[src/rtl/ga_pkg.sv]
// Shared GA types and default sizes.
// Imported by the fitness, selection and elitism stages.
package ga_pkg;

  typedef enum logic [1:0] {
    EMPTY = 2'd0,
    RUN   = 2'd1,
    DONE  = 2'd2
  } elite_state_t;

  localparam int GA_POP_SIZE = 16;
  localparam int GA_CHROM_W  = 32;
  localparam int GA_FIT_W    = 27;

endpackage

[src/rtl/pair_max.sv]
// Signed max of a chromosome pair; ties pick chrom1.
// In: chrom1_i/chrom2_i, fit1_i/fit2_i. Out: win_chrom_o, win_fit_o.
module pair_max
  import ga_pkg::*;
#(
  parameter int CHROM_W = GA_CHROM_W,
  parameter int FIT_W   = GA_FIT_W
) (
  input  logic        [CHROM_W-1:0] chrom1_i,
  input  logic        [CHROM_W-1:0] chrom2_i,
  input  logic signed [FIT_W-1:0]   fit1_i,
  input  logic signed [FIT_W-1:0]   fit2_i,
  output logic        [CHROM_W-1:0] win_chrom_o,
  output logic signed [FIT_W-1:0]   win_fit_o
);

  logic pick2;

  assign pick2       = fit2_i > fit1_i;
  assign win_chrom_o = pick2 ? chrom2_i : chrom1_i;
  assign win_fit_o   = pick2 ? fit2_i : fit1_i;

endmodule

[src/rtl/elite_tracker.sv]
// Elitism record, generation/stall counting and run-finished flag.
// In: clk, reset(n), clear, in_valid, chrom/fit pair. Out: best*, counts, gen_end, done.
module elite_tracker
  import ga_pkg::*;
#(
  parameter int POP_SIZE    = GA_POP_SIZE,
  parameter int CHROM_W     = GA_CHROM_W,
  parameter int FIT_W       = GA_FIT_W,
  parameter int MAX_GEN     = 64,
  parameter int STALL_LIMIT = 8
) (
  input  logic                                   clk,
  input  logic                                   reset,
  input  logic                                   clear,
  input  logic                                   in_valid,
  input  logic        [CHROM_W-1:0]              chrom1,
  input  logic        [CHROM_W-1:0]              chrom2,
  input  logic signed [FIT_W-1:0]                fit1,
  input  logic signed [FIT_W-1:0]                fit2,
  output logic        [CHROM_W-1:0]              best,
  output logic signed [FIT_W-1:0]                best_fit,
  output logic                                   best_valid,
  output logic [$clog2(MAX_GEN+1)-1:0]           gen_count,
  output logic [$clog2(STALL_LIMIT+1)-1:0]       stall_count,
  output logic                                   gen_end,
  output logic                                   done
);

  localparam int NP = POP_SIZE / 2;
  localparam int PW = (NP > 1) ? $clog2(NP) : 1;
  localparam int GW = $clog2(MAX_GEN + 1);
  localparam int SW = $clog2(STALL_LIMIT + 1);
  localparam logic [PW-1:0] PLAST = PW'(NP - 1);
  localparam logic [GW-1:0] GMAX  = GW'(MAX_GEN);
  localparam logic [SW-1:0] SMAX  = SW'(STALL_LIMIT);

  elite_state_t state_q, state_d;

  logic        [CHROM_W-1:0] best_q, best_d;
  logic signed [FIT_W-1:0]   fit_q, fit_d;
  logic                      bv_q, bv_d;
  logic        [GW-1:0]      gen_q, gen_d;
  logic        [SW-1:0]      stall_q, stall_d;
  logic                      ge_q, ge_d;
  logic        [PW-1:0]      pair_q, pair_d;
  logic                      imp_q, imp_d;

  logic        [CHROM_W-1:0] win_chrom;
  logic signed [FIT_W-1:0]   win_fit;
  logic                      accept;
  logic                      better;
  logic                      last;
  logic        [GW-1:0]      gen_inc;
  logic        [SW-1:0]      stall_nxt;

  pair_max #(
    .CHROM_W (CHROM_W),
    .FIT_W   (FIT_W)
  ) u_pair_max (
    .chrom1_i    (chrom1),
    .chrom2_i    (chrom2),
    .fit1_i      (fit1),
    .fit2_i      (fit2),
    .win_chrom_o (win_chrom),
    .win_fit_o   (win_fit)
  );

  assign accept  = in_valid && (state_q != DONE);
  assign better  = (state_q == EMPTY) || (win_fit > fit_q);
  assign last    = pair_q == PLAST;
  assign gen_inc = gen_q + 1'b1;

  // An improvement anywhere in the generation, including its last pair,
  // resets the stall run.
  always_comb begin
    stall_nxt = stall_q;
    if (imp_q || better)
      stall_nxt = '0;
    else if (stall_q != SMAX)
      stall_nxt = stall_q + 1'b1;
  end

  always_ff @(posedge clk or negedge reset) begin
    if (!reset) begin
      state_q <= EMPTY;
    end else begin
      state_q <= state_d;
    end
  end

  always_comb begin
    state_d = state_q;
    if (clear)
      state_d = EMPTY;
    else if (accept) begin
      if (last && (gen_inc == GMAX || stall_nxt == SMAX))
        state_d = DONE;
      else
        state_d = RUN;
    end
  end

  always_comb begin
    best_d  = best_q;
    fit_d   = fit_q;
    bv_d    = bv_q;
    gen_d   = gen_q;
    stall_d = stall_q;
    ge_d    = 1'b0;
    pair_d  = pair_q;
    imp_d   = imp_q;
    if (clear) begin
      best_d  = '0;
      fit_d   = '0;
      bv_d    = 1'b0;
      gen_d   = '0;
      stall_d = '0;
      pair_d  = '0;
      imp_d   = 1'b0;
    end else if (accept) begin
      if (better) begin
        best_d = win_chrom;
        fit_d  = win_fit;
        bv_d   = 1'b1;
      end
      if (last) begin
        pair_d  = '0;
        imp_d   = 1'b0;
        ge_d    = 1'b1;
        gen_d   = gen_inc;
        stall_d = stall_nxt;
      end else begin
        pair_d = pair_q + 1'b1;
        imp_d  = imp_q || better;
      end
    end
  end

  always_ff @(posedge clk or negedge reset) begin
    if (!reset) begin
      best_q  <= '0;
      fit_q   <= '0;
      bv_q    <= 1'b0;
      gen_q   <= '0;
      stall_q <= '0;
      ge_q    <= 1'b0;
      pair_q  <= '0;
      imp_q   <= 1'b0;
    end else begin
      best_q  <= best_d;
      fit_q   <= fit_d;
      bv_q    <= bv_d;
      gen_q   <= gen_d;
      stall_q <= stall_d;
      ge_q    <= ge_d;
      pair_q  <= pair_d;
      imp_q   <= imp_d;
    end
  end

  always_comb begin
    best        = best_q;
    best_fit    = fit_q;
    best_valid  = bv_q;
    gen_count   = gen_q;
    stall_count = stall_q;
    gen_end     = ge_q;
    done        = state_q == DONE;
  end

endmodule

[config.mk]
export PLATFORM = sky130hd
export DESIGN_NAME = elite_tracker
export DESIGN_NICKNAME = d
export VERILOG_FILES = /design/src/rtl/ga_pkg.sv /design/src/rtl/pair_max.sv /design/src/rtl/elite_tracker.sv
export SDC_FILE = /design/constraint.sdc
export NUM_CORES = 1
export LEC_CHECK = 0
export BUFFER_PORTS_ARGS = -buffer_cell sky130_fd_sc_hd__buf_2
export CAP_MARGIN = 5
export CORE_UTILIZATION = 40
export CTS_CLUSTER_DIAMETER = 30
export CTS_CLUSTER_SIZE = 14
export DETAILED_ROUTE_END_ITERATION = 10
export GPL_TIMING_DRIVEN = 0
export PLACE_DENSITY = 0.67
export SLEW_MARGIN = 5
export SYNTH_ARGS = -nofsm -noshare
export SYNTH_HDL_FRONTEND = slang
export SYNTH_SLANG_ARGS = --single-unit
[constraint.sdc]
create_clock -name clk -period 3.85 [get_ports clk]
set_clock_uncertainty 0.2 [all_clocks]
set_input_delay 0.5775 -clock clk [delete_from_list [all_inputs] [get_ports clk]]
set_output_delay 0.5775 -clock clk [all_outputs]
set_load 0.02 [all_outputs]
==> flow_summary.json, run 1 <==
{
  "hpwl_um": 14400,
  "synth_top_area_cell": "dfrtp_1",
  "io_pins": 195,
  "grt_max_degree": 56,
  "synth_most_common_cell": "a21oi_1",
  "p_seq_share_pct": 27.3,
  "clockRootBuffer": "clkbuf_16",
  "cts_tree": "done",
  "synth_cells": 658,
  "wirelength_um": 21300,
  "finalNonFillerCells": 1143,
  "critPathMaxFanout": 6,
  "ir_drop_mv": 0.283,
  "synth_top_area_share_pct": 30.2,
  "drv_slew": 0,
  "synth.area.top_cells": "dfrtp_1, ha_1, a221oi_2",
  "ff2ff_path_depth": 15,
  "power.internal_mw": 2.29,
  "gp_congestion": 0.827,
  "route.vias.total": 6362,
  "ys_ff_latch": 78,
  "clkPwrFrac_pct": 27.4,
  "end_kind": "register",
  "synth_area_um2": 6470,
  "drtPass1Iterations": 5,
  "worst_pin_slew_ps": 788,
  "ant_nets": 0,
  "crit_type": "input pin to register",
  "core_area_um2": 15800,
  "placed_area_um2": 7810,
  "grtUsageTotal_pct": 24.7,
  "drive_gt1_share_pct": 46.4,
  "grt_pass1_wl_um": 32000,
  "hold_path_startpoint": "best[7]",
  "tns_ps": -68510,
  "wl_per_cell_um": 18.6,
  "yosys-top-cells-count": "a21oi_1, dfrtp_1, ha_1",
  "synth_cell_types": 54,
  "post-route-drc-count": 0,
  "hold_class": "register to register",
  "viasPerCell": 5.57,
  "nNetsFinal": 1102,
  "syn_to_final_growth_pct": 46.8,
  "r2r-start": "best_fit[20]",
  "cp.required_ps": 3880,
  "relSlewSlack_pct": 47.5,
  "min_to": "best[7]",
  "violations": "negative setup slack",
  "fin_crit_ps": 4960,
  "r2r_end": "best[5]",
  "async_flop_share_pct": 100,
  "finalPower_mw": 3.62,
  "ys_seq_area_share_pct": 30.2,
  "die_width_um": 129,
  "ys.flop_type": "dfrtp_1",
  "dr.first_iter.drc_count": 384,
  "start_kind": "input pin",
  "htree_levels": 3,
  "pwr-share-comb_pct": 45.3,
  "power_density_nw_per_um2": 380,
  "antenna_found_initial": 2,
  "fin_crit_sh_pct": 129,
  "row_count": 46,
  "synth_edf_count": 0,
  "clkSlewWorstSetupHoldPaths_ps": 60,
  "die_h_um": 129,
  "holdPathStages": 1,
  "drv_cap": 0,
  "clockBufferDepth": 2,
  "place_inst": 1068,
  "grt_pass1_vias": 6251,
  "finalHoldViolCount": 0,
  "yosysWarnings": 0,
  "numCtsBuffers": 9,
  "synth.avg_cell_area_um2": 9.84,
  "design.die.area_um2": 16700,
  "initial_core_util_pct": 40.9,
  "post-route-util_pct": 60.0,
  "p_switching_mw": 1.32,
  "grt_setup_unrepaired": "true",
  "fin_area_um2": 9500,
  "rrSetupSlack_ps": 830,
  "sw_frac_of_total_pct": 36.6,
  "status": "finished, violations left",
  "io_buffers": 193,
  "clock_latency_ps": 350,
  "leakagePower_nw": 4.57,
  "clock_sinks": 78,
  "synth_nets": 840,
  "setup-violations-final": 67,
  "grt_overflow_total": 0,
  "fmax_mhz": 202,
  "crit_arrival_ps": 4990,
  "fin_ws_ps": -1110
}
## area by class of cell
| type | instances | area [um^2] |
|---|---|---|
| multi-input cells | 473 | 4530 |
| plain buffers | 47 | 389 |
| clock inverters | 4 | 77.6 |
| well taps | 216 | 270 |
| repair buffers | 253 | 1780 |
| fillers | 1337 | 6330 |
| clock buffers | 12 | 267 |
| diodes | 2 | 5.00 |
| inverters | 58 | 233 |
| flip-flops and latches | 78 | 1950 |
## how the worst max path moves through the flow
stage	end	slack (ps)	cells past startpoint	startpoint
after floorplan	best[16]	-790	22	fit2[6]
after global placement	best[22]	-1720	22	fit1[14]
after detailed placement	best[17]	-1770	21	fit1[26]
after CTS	best[26]	-1010	23	fit2[21]
after global routing	best_fit[5]	-1310	25	fit1[6]
final	best[5]	-1110	25	fit2[6]
## through the flow
stage          hold slack [ps]  setup slack, ps
2_1_floorplan             81.9             -794
3_3_place_gp               265            -1720
3_5_place_dp               282            -1770
4_1_cts                    303            -1010
5_1_grt                    311            -1310
6_report                   300            -1110
## critical path, stage by stage
cell and delay [ps]:
buf_6 110, ha_4 230, a222oi_1 310, nand2_1 130, a311oi_2 330, nor3b_4 100, buf_12 140, o21ai_4 240
buf_6 210, mux2i_4 250, a21oi_2 100, ha_1 330, nand4_1 120, buf_6 160, buf_6 110, nor4_4 270
nor2_1 80, and3_4 200, a21oi_4 120, and3_4 230, buf_6 100, nor2_4 40, buf_8 140, buf_12 130
a22o_1 220
## timing repair
action / 4_1_cts / 5_1_grt
pin swaps: 41 / 27
gates resized for setup: 140 / 39
cloned: 7 / 1
hold buffers: 1 / 0
buffers inserted: 41 / 10
endpoints found under the setup margin: 67 / 67
endpoints found under the hold margin: 23 / 0
## sequential cells by signal (all words and copies together), names as in the netlist
name / cells
best: 32
best_fit: 27
gen_count: 7
stall_count: 4
pair_q: 3
state_q: 2
best_valid: 1
gen_end: 1
imp_q: 1
## layout by cell type (no fill, tap or decap), drive strengths merged, types with 15 or more instances in the layout
cell type,count
o21ai,15
a21oi,89
a22o,58
buf,284
a221oi,60
nor2,22
inv,58
mux2i,58
nand2,32
clkbuf,27
dfrtp,78
ha,60
## cells by family (layout without fill, tap and decap cells)
group	count (synthesis)	count (layout)	share of synthesized area, %
AO/OA/AOI/OAI	243	243	31.5
AND/OR/NAND/NOR	102	102	8.24
XOR/XNOR	9	9	1.22
flip-flops	78	78	30.2
multiplexers	59	59	9.14
adder cells (fa/ha/maj)	60	60	11.6
buffers and inverters	107	374	8.12
other	0	2	0
## power by group through the flow
stage          combinational, mW  sequential (mW)  clock (mW)
2_1_floorplan              0.760             1.10           0
3_3_place_gp                1.27            0.996           0
3_5_place_dp                1.29            0.996           0
4_1_cts                     1.53            0.984        1.01
5_1_grt                     1.78            0.998        1.04
6_report                    1.64            0.986       0.991
## layer usage
| metal | part of all wire [%] | routed length (um) | GRT usage, % |
|---|---|---|---|
| met4 | 2.0 | 431 | 7.75 |
| met2 | 50 | 10700 | 42.3 |
| met1 | 43 | 9050 | 31.1 |
| met3 | 5.1 | 1100 | 5.20 |
| met5 | 0 | 0 | 0 |
(Power assumes the default switching activity.)
==> inputs of run 2 (changes only) <==
--- a/config.mk
+++ b/config.mk
@@ -12,7 +12,8 @@
 export CTS_CLUSTER_SIZE = 14
 export DETAILED_ROUTE_END_ITERATION = 10
 export GPL_TIMING_DRIVEN = 0
-export PLACE_DENSITY = 0.67
+export PLACE_DENSITY = 0.69
+export REMOVE_ABC_BUFFERS = 1
 export SLEW_MARGIN = 5
 export SYNTH_ARGS = -nofsm -noshare
 export SYNTH_HDL_FRONTEND = slang
==> constraint.sdc (replaced) <==
create_clock -name clk -period 4.5 [get_ports clk]
set_clock_uncertainty 0.2 [all_clocks]
set_input_delay 0.675 -clock clk [delete_from_list [all_inputs] [get_ports clk]]
set_output_delay 0.675 -clock clk [all_outputs]
set_load 0.02 [all_outputs]
==> run 2 against run 1 <==
  * The run still ends with negative setup slack left
  * Die area is the same
  * Design area shrank 0.28%
  * Clock power shrank 7.7%
  * Largest power group unchanged
  * Highest routed layer unchanged
==> flow_summary.json, run 2 (synthesis gave the netlist of run 1 again) <==
{
  "drive_gt1_share_pct": 45.0,
  "drv_cap": 0,
  "viasPerCell": 5.62,
  "row_count": 46,
  "holdWs_ps": 78.4,
  "final_common_cell": "buf_2",
  "grtUsageTotal_pct": 23.1,
  "crit_type": "input pin to register",
  "final_cell_mix": "buf_2, a21oi_1, dfrtp_1",
  "initial_core_util_pct": 40.9,
  "clock_latency_ps": 340,
  "fmax_mhz": 194,
  "clockRootBuffer": "clkbuf_16",
  "post-route-drc-count": 0,
  "die_width_um": 129,
  "largest_register_ffs": 32,
  "drtPass1Iterations": 4,
  "fin_ws_ps": -648,
  "htree_levels": 3,
  "power_density_nw_per_um2": 334,
  "hold_class": "input pin to async pin",
  "crit_arrival_ps": 5170,
  "cts_tree": "done",
  "design.die.area_um2": 16700,
  "finalPower_mw": 3.16,
  "nNetsFinal": 1072,
  "fin_crit_sh_pct": 114,
  "wl_per_cell_um": 19.1,
  "finalHoldViolCount": 0,
  "dr.first_iter.drc_count": 226,
  "ctsHoldBuffers": 0,
  "fin_crit_ps": 5150,
  "grt_max_degree": 49,
  "ir_drop_mv": 0.175,
  "end_kind": "register",
  "clock_sinks": 78,
  "start_kind": "input pin",
  "syn_to_final_growth_pct": 46.4,
  "core_area_um2": 15800,
  "io_buffers": 194,
  "grt_pass1_vias": 5785,
  "grt_setup_unrepaired": "true",
  "place_inst": 1031,
  "worst_pin_slew_ps": 553,
  "hpwl_um": 12800,
  "numCtsBuffers": 9,
  "status": "finished, violations left",
  "grt_pass1_wl_um": 29700,
  "critPathMaxFanout": 10,
  "leakagePower_nw": 4.58,
  "grt_overflow_total": 0,
  "clockBufferDepth": 2,
  "io_pins": 195,
  "setup-violations-final": 67,
  "wirelength_um": 21200,
  "relSlewSlack_pct": 63.1,
  "finalNonFillerCells": 1112,
  "fill_cells": 1294,
  "drv_slew": 0,
  "ant_nets": 0,
  "clkSlewWorstSetupHoldPaths_ps": 60,
  "die_h_um": 129,
  "violations": "negative setup slack",
  "antenna_found_initial": 1,
  "cp.required_ps": 4520,
  "gp_congestion": 0.812,
  "route.vias.total": 6248
}
-- run 2: final cells by class --
type / count / area [um^2] / share of cell area, %
multi-input combinational: 476 / 4520 / 47.7
antenna: 1 / 2.50 / 0.0264
sequential: 78 / 1950 / 20.6
clock inverter: 6 / 133 / 1.40
timing repair buffer: 267 / 2140 / 22.5
inverter: 58 / 220 / 2.32
clock buffer: 10 / 239 / 2.52
tap: 216 / 270 / 2.85
-- run 2: final timing paths --
check	start	cells past startpoint	slack (ps)	to
setup / recovery	fit1[6]	24	-650	best_fit[12]
hold / removal	reset	1	80	best_fit[6]
setup reg to reg	best_fit[22]	13	1440	best_fit[12]
hold reg to reg	imp_q	1	300	imp_q
max in group asynchronous	reset	2	3420	best[16]
min in group clk	imp_q	1	300	imp_q
-- run 2: report_power, final --
group          total [mW]  internal [mW]  switching, mW
clock network       0.915          0.613          0.303
registers           0.837          0.784         0.0533
logic                1.41          0.652          0.759
total                3.16           2.05           1.12
-- run 2: metal layers --
metal	routed length, um	track usage, %	up-vias	share of wire, %
met5	0	0	-	0
met1	8850	28.2	3052	42
li1	-	-	2994	-
met4	326	6.23	0	1.5
met2	10600	40.4	181	50
met3	1490	5.37	21	7.0
-- run 2: what timing repair did --
action                     4_1_cts  5_1_grt
gates cloned                     8        5
resized for setup               27      107
pin swaps                       24       84
buffers inserted                28       26
setup endpoints to repair       67       67
-- run 2: critical path, cell delays in order --
cell and delay (ps):
buf_2 120, inv_2 50, ha_4 240, a222oi_1 320
nand2_1 120, a311oi_2 300, nor3b_4 100, buf_6 140
or2_4 240, buf_12 160, a221oi_4 290, a21oi_2 70
ha_1 330, nand4_1 240, buf_4 230, nor3_4 130
a22oi_2 130, a211oi_2 270, a41oi_2 60, and3_4 240
nor2b_4 140, buf_12 170, clkbuf_16 160, a22o_1 210
-- run 2: through the flow --
step	setup WS [ps]	instance area (um^2)	TNS [ps]	util [%]
detailed placement	-3170	7700	-196700	48.6
finish	-648	9480	-39080	59.9
global placement	-8220	7410	-536940	46.8
global route	-864	9480	-53650	59.9
floorplan	-5050	6160	-329170	-
CTS	-693	8670	-41010	54.8
